## config.mk

```make
export PLATFORM = sky130hd
export DESIGN_NAME = muldiv_unit
export DESIGN_NICKNAME = d
export VERILOG_FILES = /design/src/rtl/muldiv_unit.sv
export SDC_FILE = /design/constraint.sdc
export NUM_CORES = 1
export LEC_CHECK = 0
export ABC_AREA = 0
export CAP_MARGIN = 25
export CORE_UTILIZATION = 61
export DETAILED_ROUTE_END_ITERATION = 8
export MAX_ROUTING_LAYER = met4
export PLACE_DENSITY = 0.83
export SETUP_SLACK_MARGIN = 0.05
export SYNTH_ARGS = -nofsm -noshare
export SYNTH_HDL_FRONTEND = slang
export SYNTH_SLANG_ARGS = --single-unit
```

## constraint.sdc

```tcl
create_clock -name clk -period 9.7 [get_ports clk]
set_clock_uncertainty 0.1 [all_clocks]
set_input_delay 1.94 -clock clk [delete_from_list [all_inputs] [get_ports clk]]
set_output_delay 1.94 -clock clk [all_outputs]
set_load 0.01 [all_outputs]
```

## src/rtl/muldiv_unit.sv

```systemverilog
// Iterative multiply/divide unit holding the architectural HI/LO pair.
// Ports:
//   clk, reset          rising-edge clock, asynchronous active-high reset
//   start, op           request and opcode (MULT, MULTU, DIV, DIVU, MTHI, MTLO)
//   src_a, src_b        operands (multiplicand/dividend, multiplier/divisor)
//   hi, lo              HI/LO registers
//   busy, done          registered status: op in flight / one-cycle result pulse
//   stall               combinational hold request to the core
module muldiv_unit #(
    parameter int unsigned WIDTH = 32,
    parameter int unsigned CNT_W = 6
) (
    input  logic             clk,
    input  logic             reset,
    input  logic             start,
    input  logic [2:0]       op,
    input  logic [WIDTH-1:0] src_a,
    input  logic [WIDTH-1:0] src_b,
    output logic [WIDTH-1:0] hi,
    output logic [WIDTH-1:0] lo,
    output logic             busy,
    output logic             done,
    output logic             stall
);

    localparam logic [2:0] OP_MULT  = 3'b000;
    localparam logic [2:0] OP_MULTU = 3'b001;
    localparam logic [2:0] OP_DIV   = 3'b010;
    localparam logic [2:0] OP_DIVU  = 3'b011;
    localparam logic [2:0] OP_MTHI  = 3'b100;
    localparam logic [2:0] OP_MTLO  = 3'b101;
    localparam logic [CNT_W-1:0] LAST_STEP = CNT_W'(WIDTH - 1);

    typedef enum logic [1:0] {S_IDLE, S_MUL, S_DIV, S_FIX} state_t;

    state_t             state, state_n;
    logic [CNT_W-1:0]   cnt, cnt_n;
    logic [2*WIDTH-1:0] acc, acc_n;
    logic [WIDTH-1:0]   mag_a, mag_a_n, mag_b, mag_b_n;
    logic               sign_a, sign_a_n, sign_b, sign_b_n;
    logic               is_div, is_div_n;
    logic [WIDTH-1:0]   hi_n, lo_n;
    logic               busy_n, done_n;

    // Multiply step: conditionally add multiplicand to the upper half, shift right.
    logic [WIDTH:0]     mul_sum;
    logic [2*WIDTH:0]   mul_tmp;
    logic [2*WIDTH-1:0] mul_next;
    assign mul_sum  = {1'b0, acc[2*WIDTH-1:WIDTH]} + (acc[0] ? {1'b0, mag_a} : {(WIDTH+1){1'b0}});
    assign mul_tmp  = {mul_sum, acc[WIDTH-1:0]};
    assign mul_next = mul_tmp[2*WIDTH:1];

    // Restoring divide step: acc holds {remainder, dividend bits shifting into quotient}.
    logic [WIDTH:0]     div_shift, div_diff;
    logic [2*WIDTH-1:0] div_next;
    assign div_shift = {acc[2*WIDTH-1:WIDTH], acc[WIDTH-1]};
    assign div_diff  = div_shift - {1'b0, mag_b};
    assign div_next  = div_diff[WIDTH] ? {div_shift[WIDTH-1:0], acc[WIDTH-2:0], 1'b0}
                                       : {div_diff[WIDTH-1:0],  acc[WIDTH-2:0], 1'b1};

    // Sign fix-up values used in FIX.
    logic               neg_res;
    logic [2*WIDTH-1:0] prod_neg;
    logic [WIDTH-1:0]   quo, rem, raw_a;
    assign neg_res  = sign_a ^ sign_b;
    assign prod_neg = -acc;
    assign quo      = acc[WIDTH-1:0];
    assign rem      = acc[2*WIDTH-1:WIDTH];
    assign raw_a    = sign_a ? -mag_a : mag_a;

    assign stall = busy | (start & ~op[2]);

    // State and datapath registers.
    always_ff @(posedge clk or posedge reset) begin
        if (reset) begin
            state  <= S_IDLE;
            cnt    <= '0;
            acc    <= '0;
            mag_a  <= '0;
            mag_b  <= '0;
            sign_a <= 1'b0;
            sign_b <= 1'b0;
            is_div <= 1'b0;
            hi     <= '0;
            lo     <= '0;
            busy   <= 1'b0;
            done   <= 1'b0;
        end else begin
            state  <= state_n;
            cnt    <= cnt_n;
            acc    <= acc_n;
            mag_a  <= mag_a_n;
            mag_b  <= mag_b_n;
            sign_a <= sign_a_n;
            sign_b <= sign_b_n;
            is_div <= is_div_n;
            hi     <= hi_n;
            lo     <= lo_n;
            busy   <= busy_n;
            done   <= done_n;
        end
    end

    // Next-state and datapath control.
    always_comb begin
        state_n  = state;
        cnt_n    = cnt;
        acc_n    = acc;
        mag_a_n  = mag_a;
        mag_b_n  = mag_b;
        sign_a_n = sign_a;
        sign_b_n = sign_b;
        is_div_n = is_div;
        hi_n     = hi;
        lo_n     = lo;
        done_n   = 1'b0;

        case (state)
            S_IDLE: begin
                if (start) begin
                    case (op)
                        OP_MULT, OP_MULTU, OP_DIV, OP_DIVU: begin
                            // op[0] set marks the unsigned variants.
                            sign_a_n = ~op[0] & src_a[WIDTH-1];
                            sign_b_n = ~op[0] & src_b[WIDTH-1];
                            mag_a_n  = sign_a_n ? -src_a : src_a;
                            mag_b_n  = sign_b_n ? -src_b : src_b;
                            is_div_n = op[1];
                            cnt_n    = '0;
                            acc_n    = op[1] ? {{WIDTH{1'b0}}, mag_a_n} : {{WIDTH{1'b0}}, mag_b_n};
                            state_n  = op[1] ? S_DIV : S_MUL;
                        end
                        OP_MTHI: hi_n = src_a;
                        OP_MTLO: lo_n = src_a;
                        default: ;
                    endcase
                end
            end
            S_MUL: begin
                acc_n = mul_next;
                cnt_n = cnt + CNT_W'(1);
                if (cnt == LAST_STEP) state_n = S_FIX;
            end
            S_DIV: begin
                acc_n = div_next;
                cnt_n = cnt + CNT_W'(1);
                if (cnt == LAST_STEP) state_n = S_FIX;
            end
            S_FIX: begin
                state_n = S_IDLE;
                done_n  = 1'b1;
                if (!is_div) begin
                    {hi_n, lo_n} = neg_res ? prod_neg : acc;
                end else if (mag_b == '0) begin
                    hi_n = raw_a;
                    lo_n = {WIDTH{1'b1}};
                end else begin
                    lo_n = neg_res ? -quo : quo;
                    hi_n = sign_a ? -rem : rem;
                end
            end
            default: state_n = S_IDLE;
        endcase

        busy_n = (state_n != S_IDLE);
    end

endmodule

```

## Word level (Yosys, flattened, before mapping)

Cells that the tools add are included.

| operators by class | value |
|---|---|
| add/subtract/negate cells | 9 |
| equal/unequal tests | 13 |
| muxes and demuxes | 31 |
| bitwise operators | 7 |
| reduce and logical (&&, ||, !) cells | 14 |

Operators with widths:

| cell | count |
|---|---|
| 32-bit two-way mux | 15 |
| 64-bit two-way mux | 4 |
| 64-bit one-hot mux with 3 select lines | 1 |
| 32-bit negation | 5 |
| 32-bit one-hot mux with 2 select lines | 2 |
| 64-bit negation | 1 |
| 32-bit by 32-bit adder with 33-bit output | 1 |
| 33-bit by 32-bit subtractor with 33-bit output | 1 |
| 32-bit zero test | 1 |
| 3-bit AND reduction | 5 |
| 6-bit two-way mux | 2 |
| 6-bit one-hot mux with 2 select lines | 1 |
| 2-bit two-way mux | 4 |
| 6-bit by 1-bit adder with 6-bit output, second input constant | 1 |
| 3-bit by 2-bit == test with 1-bit output, second input constant | 2 |
| 3-bit == test, second input constant | 2 |
| 6-bit by 5-bit == test with 1-bit output, second input constant | 1 |
| 2-bit by 1-bit inequality test with 1-bit output, second input constant | 3 |
| 2-bit one-hot mux with 3 select lines | 1 |
| 2-bit nonzero test | 3 |
| 2-bit == test, second input constant | 2 |
| 4-bit OR reduction | 1 |
| 1-bit bitwise AND | 3 |
| 3-bit by 1-bit == test with 1-bit output, second input constant | 1 |
| other kinds (10) | 11 |

| storage, ports and cells | value |
|---|---|
| register bits | 205 |
| word-level logic and storage cells | 86 |

## Longest topological paths before layout

| logic depth | value |
|---|---|
| depth after elaboration | 7 |
| mapped depth | 16 |
| mapped depth without buffers | 14 |

## Worst setup path after synthesis

No wires, ideal clock.

| timing path | value |
|---|---|
| path kind | input to register |
| start point | in src_b[6] |
| end point | reg acc[29] |
| library setup time | 0.126 ns |
| arrival | 4.096 ns |
| required time | 9.474 ns |
| slack | 5.378 ns |
| stages | 8 |
| path buffers | 0 |
| cells stage by stage | or4_1 -> nor4b_2 -> and3_1 -> nand3_1 -> o21ai_0 -> xor2_1 -> mux2i_1 -> a221o_1 |

| on the way | value |
|---|---|
| longest elaborated chain between the ends | 6 |

Ends and longest elaborated chain:

| what | RTL line | text |
|---|---|---|
| start: declaration | 18 | `input logic [WIDTH-1:0] src_b,` |
| 32-bit negation | 127 | `mag_b_n = sign_b_n ? -src_b : src_b;` |
| 32-bit two-way mux | 127 |  |
| 32-bit two-way mux | 130 | `acc_n = op[1] ? {{WIDTH{1'b0}}, mag_a_n} : {{WIDTH{1'b0}}, mag_b_n};` |
| 64-bit two-way mux | 121 | `case (op)` |
| 64-bit two-way mux | 120 | `if (start) begin` |
| 64-bit one-hot mux with 3 select lines | 118 | `case (state)` |
| end signal: assignment | 91 | `acc <= acc_n;` |
| end: declaration | 38 | `logic [2*WIDTH-1:0] acc, acc_n;` |

Every way passes these cells. The select of a mux whose other input is x is not followed.
A chain may end at the register's enable or synchronous reset.

## Worst setup path in the final report

| timing path | value |
|---|---|
| start point | in op[2] |
| end point | out stall |

| on the way | value |
|---|---|
| longest elaborated chain between the ends | 3 |

Ends and longest elaborated chain:

| what | RTL line | text |
|---|---|---|
| start: declaration | 16 | `input logic [2:0] op,` |
| 1-bit NOT | 71 | `assign stall = busy \| (start & ~op[2]);` |
| 1-bit bitwise AND | 71 |  |
| 1-bit bitwise OR | 71 |  |
| end: declaration | 23 | `output logic stall` |

Every way passes these cells.

==> results.yml <==
clock_network:
  post_cts_resized: 0
  htreeDepth: 1
  cts_buffer_depth: 3
  cts_sinks: 205
  cts_buffers: 24
  clk_pin_slew_ps: 60
  cts_tree: "built"
  post-cts-setup-buffers: 0
  clock_latency_ps: 540
  holdBufCountCts: 0
  cts_root_buf: "clkbuf_16"
power:
  powerDensity_mw_per_mm2: 405
  p_leak_nw: 8.33
  irDropWorstVdd_v: 0.000265
  power.total_w: 0.00809
worst_setup_path:
  crit_path_cell_trace: "clkdlybuf4s50_1 > nand2b_1 > nand2b_1 > clkdlybuf4s50_1"
  startpoint: "op[2]"
  slowest_delay_ps: 540
  crit_arrival_ps: 3330
  crit_path_top_delay_cell: "clkdlybuf4s50_1"
  cp_max_fo: 7
  rrSetupSlack_ps: 4620
  critPathLaunchType: "primary input"
  required_ps: 7660
  end_kind: "output port"
  critPathKind: "primary input to output port"
  reg2reg_from: "acc[31]"
synthesis:
  ys_seq_area_share_pct: 29.0
  synth_flop_cell: "dfrtp_1"
  syn_inst: 2228
  avgSynthCellArea_um2: 7.93
  synth_nets: 2375
  synth_edf_count: 0
  ys_seq_elements: 205
  yosysWarnings: 0
  syn-cell-area_mm2: 0.0177
  synth_cell_types: 85
  async_reset_ff_share_pct: 100
floorplanning:
  die_y_um: 172
  start_util_pct: 62.7
  num_rows: 61
  fp.dieW_um: 172
  fp.coreArea_mm2: 0.0282
  die-area_mm2: 0.0296
  io_pins: 137
sta:
  worst_pin_slew_ps: 1160
  min_period_ps: 5370
  whs_ps: 380
  fin_tns_setup_ps: 0
  hold_viol_final: 0
  fmax_mhz: 186
  rsz0062_at_grt: "no"
  max_slew_margin_pct: 21.7
  drv_slew: 0
  finalCritPeriodShare_pct: 55.3
  setup_violations: 0
finish:
  fillCellCount: 2284
  post-route-util_pct: 71.0
  syn_to_final_growth_pct: 13.2
  layout.nets: 2405
  layout-drive-gt1-share_pct: 5.14
  diodes: 0
routing:
  antenna_left: 0
  via_per_inst: 7.01
  via_count: 18600
  drt_iter0_drc: 2803
  drcViolationCount: 0
  drt_wl_total_um: 66500
  wire_per_inst_um: 25.1
  firstDrtPassIters: 7
global_routing:
  grt_pass1_wl_um: 100000
  antenna_found_initial: 0
  grt_pass1_vias: 17100
  overflow: 0
  grt_usage_pct: 46.1
  grt_max_degree: 134
run_status:
  status: "finished clean"
run:
  drv_cap: 0
min_path:
  hp-class: "flip-flop to flip-flop"
  holdCritStartpoint: "lo[25]"
place:
  gp_congestion: 1.06
  dp_hpwl_um: 49700
  numPortBuffers: 136
## sequential cells by signal (all words and copies together) (netlist names)
register	flops
sign_b	1
done	1
acc	64
cnt	6
busy	1
lo	32
state	2
mag_a	32
mag_b	32
hi	32
sign_a	1
is_div	1
## worst paths after layout
check | depth (start not counted) | end
worst min-delay path | 2 | lo[25]
max in group asynchronous | 3 | acc[52]
worst max-delay path | 4 | stall
worst max register to register | 13 | acc[44]
worst min register to register | 2 | lo[25]
min in group asynchronous | 2 | lo[7]
## cell families after synthesis
logic type               Yosys count  synth area share [%]
AND/OR/NAND/NOR                  672                  18.3
XOR/XNOR                         212                  10.5
buffers and inverters            240                  5.54
adder cells (fa/ha/maj)           77                  5.54
AO/OA/AOI/OAI                    762                  27.5
flip-flops                       205                  29.0
multiplexers                      60                  3.52
## per-stage QoR
step | setup slack [ps] | area [um2] | std cells
3_5_place_dp | 4240 | 19100 | 2608
3_3_place_gp | 4360 | 19100 | 2608
6_report | 4330 | 20000 | 2653
5_1_grt | 4300 | 20000 | 2653
4_1_cts | 4340 | 20000 | 2651
2_1_floorplan | 2060 | 17700 | 2228
## Yosys cell counts, types with 5 or more instances
cell	number	share of area, %
a22oi_1	40	1.7
nor2b_1	12	0.43
mux2_2	7	0.45
dfrtp_1	205	29
a21boi_0	10	0.43
o21ai_0	247	7.0
a221oi_1	14	0.69
nor2_1	157	3.3
o21bai_1	8	0.34
or3_1	12	0.43
o221ai_1	13	0.64
xor2_1	76	3.8
nand3_1	43	1.2
or4_4	5	0.32
o31ai_1	28	1.2
o211ai_1	27	1.1
o21a_1	15	0.64
nand4_1	13	0.46
or2_2	10	0.35
nand2b_1	21	0.74
or4_1	13	0.55
clkbuf_1	130	2.8
ha_1	75	5.3
a31oi_1	27	0.96
a211oi_1	19	0.81
a21oi_1	153	4.3
and3_1	20	0.71
o31a_1	5	0.25
a21o_1	35	1.5
nor3b_1	7	0.30
mux2i_1	52	2.9
a221o_1	23	1.3
xnor2_1	136	6.7
inv_1	79	1.7
nand2_1	227	4.8
nor4_1	29	1.0
clkbuf_8	5	0.39
buf_1	16	0.34
o41ai_1	15	0.74
nor3_1	52	1.5
o22ai_1	38	1.3
and2_1	32	1.1
## layer usage
metal / part of all wire, % / track usage, % / vias to the layer above / wire length (um)
li1: - / - / 8199 / -
met1: 40 / 60.3 / 8749 / 26600
met2: 42 / 65.6 / 1390 / 27600
met3: 13 / 13.2 / 251 / 8570
met4: 5.6 / 21.0 / 0 / 3710
met5: 0 / - / - / 0
## critical path, delay by kind of cell
kind / cells / cell delay [ps]
and+or+nand+nor: 2 / 420
buffers and inverters: 2 / 980
## cells in the final DEF (no fill, tap or decap), types with 74 or more instances in the layout
cell,count
ha_1,74
inv_1,78
a21oi_1,152
nor2_1,156
clkdlybuf4s50_1,135
o21ai_0,247
xnor2_1,136
xor2_1,75
nand2_1,226
dfrtp_1,205
## power breakdown
part / internal (W) / switching, W
clock: 0.000646 / 0.000393
sequential: 0.00124 / 0.000733
combinational: 0.00202 / 0.00306
## final cells by class
| cell class | count | area [um2] | area share [%] |
|---|---|---|---|
| Clock inverter | 13 | 234 | 1.17 |
| Tap cell | 378 | 473 | 2.37 |
| Timing Repair Buffer | 164 | 1590 | 7.94 |
| Sequential cell | 205 | 5130 | 25.7 |
| Clock buffer | 30 | 664 | 3.32 |
| Multi-Input combinational cell | 1783 | 11600 | 58.0 |
| Inverter | 80 | 308 | 1.54 |
(Power assumes the default switching activity.)
